===== src/rtl/melody_matcher.sv =====
// melody_matcher: follows a one-hot note stream against a stored melody,
// one onset at a time, reporting progress, wrong notes and completion.
// Optional idle-timeout abort while tracking: define MELODY_MATCHER_TIMEOUT_EN.
//
// state    | meaning
// ---------+-----------------------------------------------------------
// st_idle  | nothing matched yet, waiting for melody[0]
// st_track | part of the melody matched, progress = notes matched so far
// st_done  | whole melody matched, matched held high until restart/rst

module melody_matcher #(
  parameter int w_note = 12,
  parameter int melody_len = 8,
  parameter logic [w_note*melody_len-1:0] melody = {
    12'h040, 12'h080, 12'h200, 12'h800, 12'h200, 12'h080, 12'h200, 12'h800},
  parameter int timeout_cycles = 100_000_000,
  parameter int w_prog = $clog2(melody_len + 1)
) (
  input  logic              clk,
  input  logic              rst,
  input  logic [w_note-1:0] note_in,
  input  logic              restart,
  output logic [w_prog-1:0] progress,
  output logic [w_note-1:0] expected_note,
  output logic              matched,
  output logic              mismatch,
  output logic              timeout
);

  typedef enum logic [1:0] {st_idle, st_track, st_done} state_t;

  localparam logic [w_prog-1:0] len_p = w_prog'(melody_len);

  // Reject configurations the 27-bit idle counter or progress width cannot hold.
  if (timeout_cycles < 1 || timeout_cycles > (1 << 27) ||
      melody_len < 1 || melody_len > 15) begin : g_bad_cfg
    $error("melody_matcher: melody_len or timeout_cycles out of range");
  end

  // Melody lookup as a mux; indices past the end (DONE) read as no note.
  function automatic logic [w_note-1:0] note_at(input logic [w_prog-1:0] idx);
    note_at = '0;
    for (int i = 0; i < melody_len; i++) begin
      if (idx == w_prog'(i)) note_at = melody[i*w_note +: w_note];
    end
  endfunction

  state_t            state, state_nxt;
  logic [w_note-1:0] prev_note, note_clean;
  logic              note_valid, onset;
  logic [w_note-1:0] first_note, cur_note;
  logic [w_prog-1:0] prog_nxt, prog_inc;
  logic [w_note-1:0] exp_nxt;
  logic              matched_nxt, mismatch_nxt, timeout_nxt;
  logic              tmo_hit;

  assign note_valid = $onehot(note_in);
  assign note_clean = note_valid ? note_in : '0;
  assign onset      = note_valid && (note_in != prev_note);
  assign first_note = note_at('0);
  assign cur_note   = note_at(progress);
  assign prog_inc   = progress + w_prog'(1);

`ifdef MELODY_MATCHER_TIMEOUT_EN
  localparam logic [26:0] tmo_last = 27'(timeout_cycles - 1);

  logic [26:0] tmo_cnt, tmo_cnt_nxt;

  assign tmo_hit = (tmo_cnt == tmo_last);

  // Idle counter only runs while staying in TRACK without an onset.
  always_comb begin
    tmo_cnt_nxt = '0;
    if (state == st_track && state_nxt == st_track && !onset)
      tmo_cnt_nxt = tmo_cnt + 27'd1;
  end

  // Idle counter register.
  always_ff @(posedge clk or posedge rst) begin
    if (rst) tmo_cnt <= '0;
    else     tmo_cnt <= tmo_cnt_nxt;
  end
`else
  assign tmo_hit = 1'b0;
`endif

  // Next-state and next-output decode; restart overrides any onset.
  always_comb begin
    state_nxt    = state;
    prog_nxt     = progress;
    mismatch_nxt = 1'b0;
    timeout_nxt  = 1'b0;
    if (restart) begin
      state_nxt = st_idle;
      prog_nxt  = '0;
    end else begin
      case (state)
        st_idle: begin
          if (onset) begin
            if (note_in == first_note) begin
              prog_nxt  = w_prog'(1);
              state_nxt = (melody_len == 1) ? st_done : st_track;
            end else begin
              mismatch_nxt = 1'b1;
            end
          end
        end
        st_track: begin
          if (onset) begin
            if (note_in == cur_note) begin
              prog_nxt = prog_inc;
              if (prog_inc == len_p) state_nxt = st_done;
            end else begin
              mismatch_nxt = 1'b1;
              if (note_in == first_note) begin
                prog_nxt = w_prog'(1);
              end else begin
                prog_nxt  = '0;
                state_nxt = st_idle;
              end
            end
          end else if (tmo_hit) begin
            prog_nxt    = '0;
            state_nxt   = st_idle;
            timeout_nxt = 1'b1;
          end
        end
        st_done: begin
          prog_nxt = len_p;
        end
        default: begin
          state_nxt = st_idle;
          prog_nxt  = '0;
        end
      endcase
    end
    matched_nxt = (state_nxt == st_done);
    exp_nxt     = (state_nxt == st_done) ? '0 : note_at(prog_nxt);
  end

  // State, registered outputs and the cleaned previous note.
  always_ff @(posedge clk or posedge rst) begin
    if (rst) begin
      state         <= st_idle;
      progress      <= '0;
      expected_note <= note_at('0);
      matched       <= 1'b0;
      mismatch      <= 1'b0;
      timeout       <= 1'b0;
      prev_note     <= '0;
    end else begin
      state         <= state_nxt;
      progress      <= prog_nxt;
      expected_note <= exp_nxt;
      matched       <= matched_nxt;
      mismatch      <= mismatch_nxt;
      timeout       <= timeout_nxt;
      prev_note     <= note_clean;
    end
  end

endmodule


===== config.mk =====
export PLATFORM = sky130hd
export DESIGN_NAME = melody_matcher
export DESIGN_NICKNAME = d
export VERILOG_FILES = /design/src/rtl/melody_matcher.sv
export SDC_FILE = /design/constraint.sdc
export NUM_CORES = 1
export LEC_CHECK = 0
export ABC_AREA = 0
export BUFFER_PORTS_ARGS = -buffer_cell sky130_fd_sc_hd__buf_2
export CORE_UTILIZATION = 55
export DETAILED_ROUTE_END_ITERATION = 10
export PLACE_DENSITY_LB_ADDON = 0.15
export RECOVER_POWER = 100
export SETUP_SLACK_MARGIN = 0.3
export SKIP_LAST_GASP = 1
export SYNTH_ARGS = -nofsm -noshare
export SYNTH_HDL_FRONTEND = slang
export SYNTH_SLANG_ARGS = --single-unit

===== constraint.sdc =====
create_clock -name clk -period 3.13 [get_ports clk]
set_clock_uncertainty 0.2 [all_clocks]
set_input_delay 0.4695 -clock clk [delete_from_list [all_inputs] [get_ports clk]]
set_output_delay 0.4695 -clock clk [all_outputs]
set_load 0.02 [all_outputs]

==> results.tsv, run 1 <==
metric	value	unit
status	finished with violations	
violations in the final reports	negative setup slack	
share of the yosys chip area belonging to registers	33.4	%
Worst Setup End Kind	flip-flop	
vias in the first global route	1466	
layout overhead on the synthesized area	27.0	%
core area	0.00308	mm^2
Final setup viols	24	
average via count per standard cell	5.37	
clock tree from TritonCTS	built	
DRC errors left	0	
Starting DRT DRC Count	67	
detail-routed net length per standard cell	15.3	um
startpoint-to-endpoint class of the critical path	primary input to flip-flop	
min Tclk post-route	4500	ps
leakage power figure	0.00109	uW
number of hold buffers added after CTS	0	
Peak supply drop	0.000447	V
number of sinks driven by the clock tree	24	
required time of the worst setup path	3200	ps
post-synth cell types	47	
cell chosen for the clock root	clkbuf_4	
Die X-Extent	59.3	um
final estimated routing congestion in global placement	0.960	
Avg Synthesized Cell Area	10.1	um^2
Final ANT Viol Nets	0	
Site Rows	20	
wire length after detailed routing	4160	um
number of levels in the clock H-tree	1	
first-pass GRT wire length	6760	um
fraction of final layout cells with drive strength greater than 1	33.9	%
Hold Path Class	primary input to asynchronous set/reset pin	
maximum number of pins on one net before global-route repair	25	
quantity of I/O buffers inserted on ports	24	
number of synthesized flops with an enable pin	0	
Final Core Density	74.4	%
startpoint types	primary input	
Tot GR Track Use	26.0	%
Synth async-reset ratio	100	%
most used flip-flop cell after synthesis	dfrtp_1	
maximum operating frequency	0.222	GHz
slew of the pin with the lowest slew margin	892	ps
setup slack after layout	-1370	ps
top cells by instance count after synthesis	inv_1, dfrtp_1, xor2_1	
later-pin clock latency in the skew report	320	ps
mapped cell area	0.00180	mm^2
final number of max-transition violations	0	
Detailed Routing Iterations Pass 1	4	
Congestion Overflow GR	0	
count of vias placed by the detailed router	1454	
number of nets in the layout	259	
worst max-slew margin expressed relative to the limit	40.4	%
post-synthesis register bit count	24	
top cell type by total area after synthesis	dfrtp_1	
setup repair after global routing missed its margin	yes	
initial core utilization	58.6	%
reported max-cap violation count	0	
final hold violation count	0	
count of pins on the block boundary	34	
Worst EP arrival	4570	ps
overall die height	59.3	um
final worst-path cycle share	144	%
most frequently used cell type in the post-synthesis netlist	inv_1	
dpl ws	-1760	ps
clock-pin transition on the worst setup and hold timing paths	130	ps
top-area cell type share of the netlist area	31.9	%
power density over cell area	539	mW/mm^2
Yosys warning count	0	
initial antenna violation count	0	
Synth Instances	178	
antenna cells	0	
number of filler instances in the final layout	226	
Synth area leaders	dfrtp_1, fa_1, xor2_1, ha_1, inv_1	
full die area	0.00351	mm^2
Final HPWL DP	3050	um
number of clock buffers inserted by TritonCTS	3	
total negative slack for setup checks	-25550	ps
worst-path fanout max	5	
buffers from clock root to sink, at most	2	
sequential cells by signal (all words and copies together) (netlist names):
| signal | cells |
|---|---|
| prev_note | 12 |
| progress | 4 |
| matched | 1 |
| state | 2 |
| expected_note | 4 |
| mismatch | 1 |
path summary, 6_finish.rpt:
path                        startpoint          endpoint  slack, ps  cells past startpoint
max                         note_in[0]  expected_note[6]      -1370                     17
min                                rst      prev_note[6]        110                      2
max reg2reg                progress[0]          state[0]        220                      9
min reg2reg                   state[1]          state[0]        420                      1
max in group asynchronous          rst      prev_note[9]       2080                      2
min in group clk           note_in[11]     prev_note[11]        230                      3
cell families (layout without fill, tap and decap cells):
logic type	count (synthesis)	after routing	share of synthesized area, %
fa+ha+maj	16	16	14.0
flops	24	24	33.4
mux	2	2	1.32
compound gates	22	22	11.0
simple gates	59	59	21.4
other cells	1	9	0.208
xor+xnor	15	15	7.28
buf+inv	39	80	11.4
where the power goes:
group / internal [uW] / switching, uW
Clock: 71.3 / 97.8
Sequential: 356 / 20.7
Combinational: 321 / 368
Total: 748 / 487
worst max-delay path, cell delays in order:
cell and delay (ps):
buf_6 100, fa_1 520, fa_1 520, inv_1 50
fa_1 490, fa_1 420, inv_1 70, ha_2 180
inv_2 40, fa_2 340, a211oi_2 220, mux2i_4 120
nor3_4 190, nand2_2 140, o21ai_1 280, nand3_2 160
and4bb_1 260
metal layers:
| layer | share of wire (%) | GRT usage, % | wire (um) | vias to the layer above |
|---|---|---|---|---|
| met2 | 51 | 42.5 | 2110 | 37 |
| met4 | 1.1 | 6.80 | 45 | 0 |
| met3 | 4.2 | 2.62 | 175 | 4 |
| met5 | 0 | 0 | 0 | - |
| li1 | - | - | - | 685 |
| met1 | 44 | 36.8 | 1830 | 728 |
metrics by stage:
step | hold WS (ps) | std cells | total power, uW | cell area (um^2)
after CTS | 153 | 270 | 1160 | 2250
after global routing | 183 | 271 | 1310 | 2290
final | 113 | 271 | 1230 | 2290
after floorplan | 283 | 186 | 716 | 1860
after detailed placement | 395 | 262 | 870 | 2080
after global placement | 373 | 262 | 843 | 2080
final cells by class:
class | instances | area [um^2] | area share, %
clock buffers | 4 | 36.3 | 1.58
well taps | 44 | 55.1 | 2.40
multi-input cells | 123 | 1160 | 50.7
repair buffers | 51 | 342 | 14.9
inverters | 25 | 93.8 | 4.10
flip-flops and latches | 24 | 602 | 26.3
placed cells by master (no fill, tap or decap), drive strengths merged, types with 2 or more instances in the layout:
cell / synthesis / routed
buf: 13 / 41
inv: 25 / 25
dfrtp: 23 / 23
clkbuf: 1 / 14
xor2: 13 / 13
nor4: 10 / 10
conb: 1 / 9
ha: 9 / 9
nor2: 8 / 8
nand2: 8 / 8
and2: 8 / 8
fa: 7 / 7
nand3: 7 / 7
o21ai: 6 / 6
a21oi: 5 / 5
and3: 4 / 4
nor4b: 3 / 3
nor3: 3 / 3
and4bb: 2 / 2
xnor2: 2 / 2
nand4: 2 / 2
a211oi: 2 / 2
mux2i: 2 / 2
what timing repair did:
action	in CTS	in global routing
pin swaps	5	1
buffers inserted	4	1
gates resized for setup	21	8
endpoints found under the setup margin	24	24
Power figures use the tool's default switching activity.
==> run 2: changes to the inputs <==
Settings changed: BUFFER_PORTS_ARGS -buffer_cell sky130_fd_sc_hd__buf_2 to -buffer_cell sky130_fd_sc_hd__buf_4.
==> run 2 against run 1 <==
The flow still finishes with violations (negative setup slack). Non-clock buffer count up 4. Count of clock-buffer cells in the layout is the same. Flip-flop and latch count unchanged.
==> results.tsv, run 2 (same netlist as run 1, synthesis figures left out) <==
metric	value	unit
startpoint-to-endpoint class of the critical path	primary input to flip-flop	
number of sinks driven by the clock tree	24	
first-pass GRT wire length	6630	um
wire length after detailed routing	4300	um
count of placed standard cells in the final layout, fillers left out	275	
maximum number of pins on one net before global-route repair	25	
largest stage delay on the critical path	570	ps
most flop-heavy register	prev_note	
DRC errors left	0	
Flop pwr share	30.5	%
later-pin clock latency in the skew report	320	ps
Final Core Density	76.5	%
average via count per standard cell	5.30	
reported max-cap violation count	0	
number of instances in the placed design	262	
net load switching power	494	uW
status	finished with violations	
Detailed Routing Iterations Pass 1	4	
worst-path fanout max	4	
Finished Cell Area	0.00235	mm^2
Congestion Overflow GR	0	
slew of the pin with the lowest slew margin	907	ps
core area	0.00308	mm^2
Final HPWL DP	3070	um
detail-routed net length per standard cell	15.6	um
clock-pin transition on the worst setup and hold timing paths	140	ps
full die area	0.00351	mm^2
most frequent cells in the layout	buf_4, dfrtp_1, inv_1	
number of clock buffers inserted by TritonCTS	3	
number of filler instances in the final layout	208	
clock tree from TritonCTS	built	
Starting DRT DRC Count	57	
quantity of I/O buffers inserted on ports	24	
overall die height	59.3	um
final worst-path cycle share	146	%
Die X-Extent	59.3	um
min Tclk post-route	4580	ps
setup slack, reg-to-reg	210	ps
Site Rows	20	
layout overhead on the synthesized area	30.4	%
Clk network pwr share	11.6	%
setup repair after global routing missed its margin	yes	
buffers from clock root to sink, at most	2	
switching share of power	40.0	%
fraction of final layout cells with drive strength greater than 1	35.5	%
count of vias placed by the detailed router	1457	
final total power	1230	uW
Critical-path top delay cell	fa_1	
flip-flop count of the largest register after layout	12	
most common library cell in the layout ignoring fill and taps	buf_4	
violations in the final reports	negative setup slack	
vias in the first global route	1415	
Worst EP arrival	4660	ps
count of pins on the block boundary	34	
final estimated routing congestion in global placement	0.914	
top flop regs	prev_note x12, expected_note x4, progress x4	
launch instance of the worst register-to-register path	progress[0]	
number of nets in the layout	263	
cell chosen for the clock root	clkbuf_4	
startpoint types	primary input	
global-route layer with the greatest usage	met2	
antenna cells	0	
internal power consumption	740	uW
global routing usage on met3	3.93	%
reg-to-reg endpoint	state[0]	
initial core utilization	58.6	%
cell mode on critical path	fa_1	
Final ANT Viol Nets	0	
Peak supply drop	0.000563	V
met1 track demand over resource in global routing	35.7	%
Worst Setup End Kind	flip-flop	
Final setup viols	24	
setup slack after layout	-1450	ps
number of levels in the clock H-tree	1	
number of buffers and inverters on the critical path	6	
worst max-slew margin expressed relative to the limit	39.5	%
global routing usage on met2	41.4	%
fraction of power consumed by combinational cells	57.9	%
placement-stage cell area	0.00214	mm^2
required time of the worst setup path	3210	ps
final number of max-transition violations	0	
Hold Path Class	primary input to asynchronous set/reset pin	
power density over cell area	524	mW/mm^2
initial antenna violation count	0	
number of hold buffers added after CTS	0	
leakage power figure	0.00111	uW
maximum operating frequency	0.218	GHz
cell chain of the critical path	buf_8 > fa_1 > fa_1 > inv_2 > fa_1 > fa_1 > inv_1 > ha_2 > inv_2 > fa_2 > a211oi_4 > mux2i_4 > nor3_4 > and2_4 > nand3_4 > o31ai_4 > buf_4 > buf_4	
final hold violation count	0	
dominant delay contributor by cell family on the critical path	adder cells	
number of cells on the worst reg-to-reg path	9	
Tot GR Track Use	25.7	%
[run 2: how the worst max path moves through the flow]
stage / to / cells after the start / slack [ps] / start
after global placement: expected_note[6] / 17 / -1670 / note_in[0]
after floorplan: expected_note[6] / 17 / -1500 / note_in[0]
after CTS: expected_note[11] / 18 / -1380 / note_in[0]
final: progress[1] / 18 / -1450 / note_in[0]
after detailed placement: expected_note[11] / 18 / -1770 / note_in[0]
after global routing: expected_note[11] / 18 / -1610 / note_in[0]
[run 2: through the flow]
stage	setup TNS (ps)	worst slack, ps	hold slack [ps]
floorplan	-25690	-1500	283
detailed placement	-34280	-1770	379
finish	-26930	-1450	133
global placement	-31790	-1670	364
global route	-30080	-1610	197
CTS	-26270	-1380	173
[run 2: what timing repair did]
| item | 4_1_cts | 5_1_grt |
|---|---|---|
| buffers inserted | 7 | 2 |
| resized for setup | 25 | 8 |
| endpoints found under the setup margin | 24 | 24 |
| pin swaps | 5 | 4 |
[run 2: layer usage]
metal,vias up,routed length (um),part of all wire (%)
li1,697,-,-
met1,703,1870,44
met2,46,2130,50
met3,11,205,4.8
met4,0,85,2.0
met5,-,0,0
[run 2: power groups by stage]
| stage | sequential (uW) | clock [uW] | combinational [uW] |
|---|---|---|---|
| detailed placement | 383 | 0 | 492 |
| global placement | 381 | 0 | 470 |
| CTS | 376 | 144 | 641 |
| floorplan | 383 | 0 | 334 |
| finish | 376 | 143 | 715 |
| global route | 379 | 156 | 769 |
[run 2: layout make-up]
type | instances | area [um^2] | share of cell area [%]
Sequential cell | 24 | 602 | 25.6
Clock buffer | 4 | 26.3 | 1.12
Inverter | 25 | 93.8 | 3.99
Multi-Input combinational cell | 123 | 1170 | 49.6
Tap cell | 44 | 55.1 | 2.34
Timing Repair Buffer | 55 | 409 | 17.4
==> run 3: changes to the inputs <==
Settings changed: CORE_UTILIZATION 55 to 50.
==> run 3 against run 2 <==
The run still ends with negative setup slack left. First-iteration DRC count rose by 8.8%. Via count fell by 0.27%. Largest cell class unchanged. Die area rose by 9.7%. Largest power group unchanged. Highest routed layer unchanged.
==> results.tsv, run 3 (same netlist as run 1, synthesis figures left out) <==
metric	value	unit
status	finished with violations	
violations in the final reports	negative setup slack	
worst-path fanout max	4	
required time of the worst setup path	3190	ps
net load switching power	509	uW
final worst-path cycle share	145	%
total negative slack for setup checks	-25890	ps
count of vias placed by the detailed router	1453	
number of clock buffers inserted by TritonCTS	3	
core area	0.00339	mm^2
Final setup viols	24	
setup slack after layout	-1400	ps
Peak supply drop	0.000639	V
reported max-cap violation count	0	
Die X-Extent	62.1	um
Starting DRT DRC Count	62	
vias in the first global route	1412	
internal power consumption	747	uW
leakage power figure	0.00111	uW
most flop-heavy register	prev_note	
maximum operating frequency	0.221	GHz
cell chosen for the clock root	clkbuf_4	
initial antenna violation count	0	
count of placed standard cells in the final layout, fillers left out	274	
Worst Setup End Kind	flip-flop	
full die area	0.00385	mm^2
Site Rows	21	
Detailed Routing Iterations Pass 1	4	
power density over cell area	531	mW/mm^2
min Tclk post-route	4530	ps
final hold violation count	0	
fraction of final layout cells with drive strength greater than 1	36.4	%
Flop pwr share	29.9	%
maximum number of pins on one net before global-route repair	25	
count of pins on the block boundary	34	
Final HPWL DP	3170	um
Worst EP arrival	4590	ps
most frequent cells in the layout	buf_4, dfrtp_1, inv_1	
buffers from clock root to sink, at most	2	
most common library cell in the layout ignoring fill and taps	buf_4	
startpoint types	primary input	
setup repair after global routing missed its margin	yes	
average via count per standard cell	5.30	
startpoint-to-endpoint class of the critical path	primary input to flip-flop	
slew of the pin with the lowest slew margin	951	ps
overall die height	62.1	um
Congestion Overflow GR	0	
number of instances in the placed design	264	
Clk network pwr share	13.6	%
quantity of I/O buffers inserted on ports	24	
later-pin clock latency in the skew report	320	ps
clock tree from TritonCTS	built	
number of hold buffers added after CTS	0	
layout overhead on the synthesized area	31.0	%
Hold Path Class	primary input to asynchronous set/reset pin	
DRC errors left	0	
Tot GR Track Use	24.9	%
detail-routed net length per standard cell	15.9	um
number of levels in the clock H-tree	1	
fraction of power consumed by combinational cells	56.5	%
antenna cells	0	
flip-flop count of the largest register after layout	12	
final estimated routing congestion in global placement	0.968	
final number of max-transition violations	0	
switching share of power	40.5	%
first-pass GRT wire length	6950	um
initial core utilization	53.2	%
top flop regs	prev_note x12, expected_note x4, progress x4	
number of sinks driven by the clock tree	24	
number of nets in the layout	260	
clock-pin transition on the worst setup and hold timing paths	140	ps
Final ANT Viol Nets	0	
wire length after detailed routing	4340	um
worst max-slew margin expressed relative to the limit	36.5	%
[run 3: routing by layer]
layer / global-route usage (%) / vias up / routed length, um
met1: 37.6 / 704 / 2010
li1: - / 688 / -
met4: 5.40 / 0 / 37
met3: 3.52 / 6 / 306
met5: 0 / - / 0
met2: 38.0 / 55 / 1990
[run 3: power by group through the flow]
stage	clock network (uW)	logic, uW	registers, uW
finish	171	710	375
global route	187	771	380
CTS	174	616	376
detailed placement	0	497	382
global placement	0	479	380
floorplan	0	334	383
[run 3: worst max-delay path: stages]
cell	delay [ps]
buf_6	100
fa_1	500
fa_1	530
inv_1	50
fa_1	500
fa_1	430
inv_2	80
ha_4	130
inv_2	30
fa_2	340
a211oi_2	220
mux2i_4	130
nor3_4	240
and2_4	250
nand3_4	80
o31ai_4	250
and4bb_1	260
[run 3: final timing paths]
path | start | end | slack (ps) | depth (start not counted)
min | rst | expected_note[7] | 150 | 2
min in group clk | restart | matched | 170 | 2
max | note_in[0] | expected_note[6] | -1400 | 17
min reg2reg | state[1] | state[0] | 410 | 1
max reg2reg | progress[1] | expected_note[6] | 360 | 8
max in group asynchronous | rst | prev_note[2] | 2010 | 2
[run 3: final cells by class]
cell class                      count  area (um^2)
Tap cell                           46         57.6
Clock buffer                        4         36.3
Inverter                           25         93.8
Fill cell                         254         1030
Sequential cell                    24          602
Timing Repair Buffer               52          379
Multi-Input combinational cell    123         1190
[run 3: through the flow]
stage	worst slack [ps]	instance area, um^2	power, uW	util (%)	hold slack (ps)
after global placement	-1680	2150	860	63.3	378
final	-1400	2360	1260	69.7	151
after CTS	-1330	2300	1170	68.0	168
after global routing	-1520	2360	1340	69.7	163
after floorplan	-1500	1860	716	-	283
after detailed placement	-1750	2150	879	63.3	377
[run 3: what timing repair did]
item,4_1_cts,5_1_grt
gates cloned,0,0
setup buffers,4,2
resized for setup,21,15
endpoints found under the setup margin,24,24
pin swaps,9,8
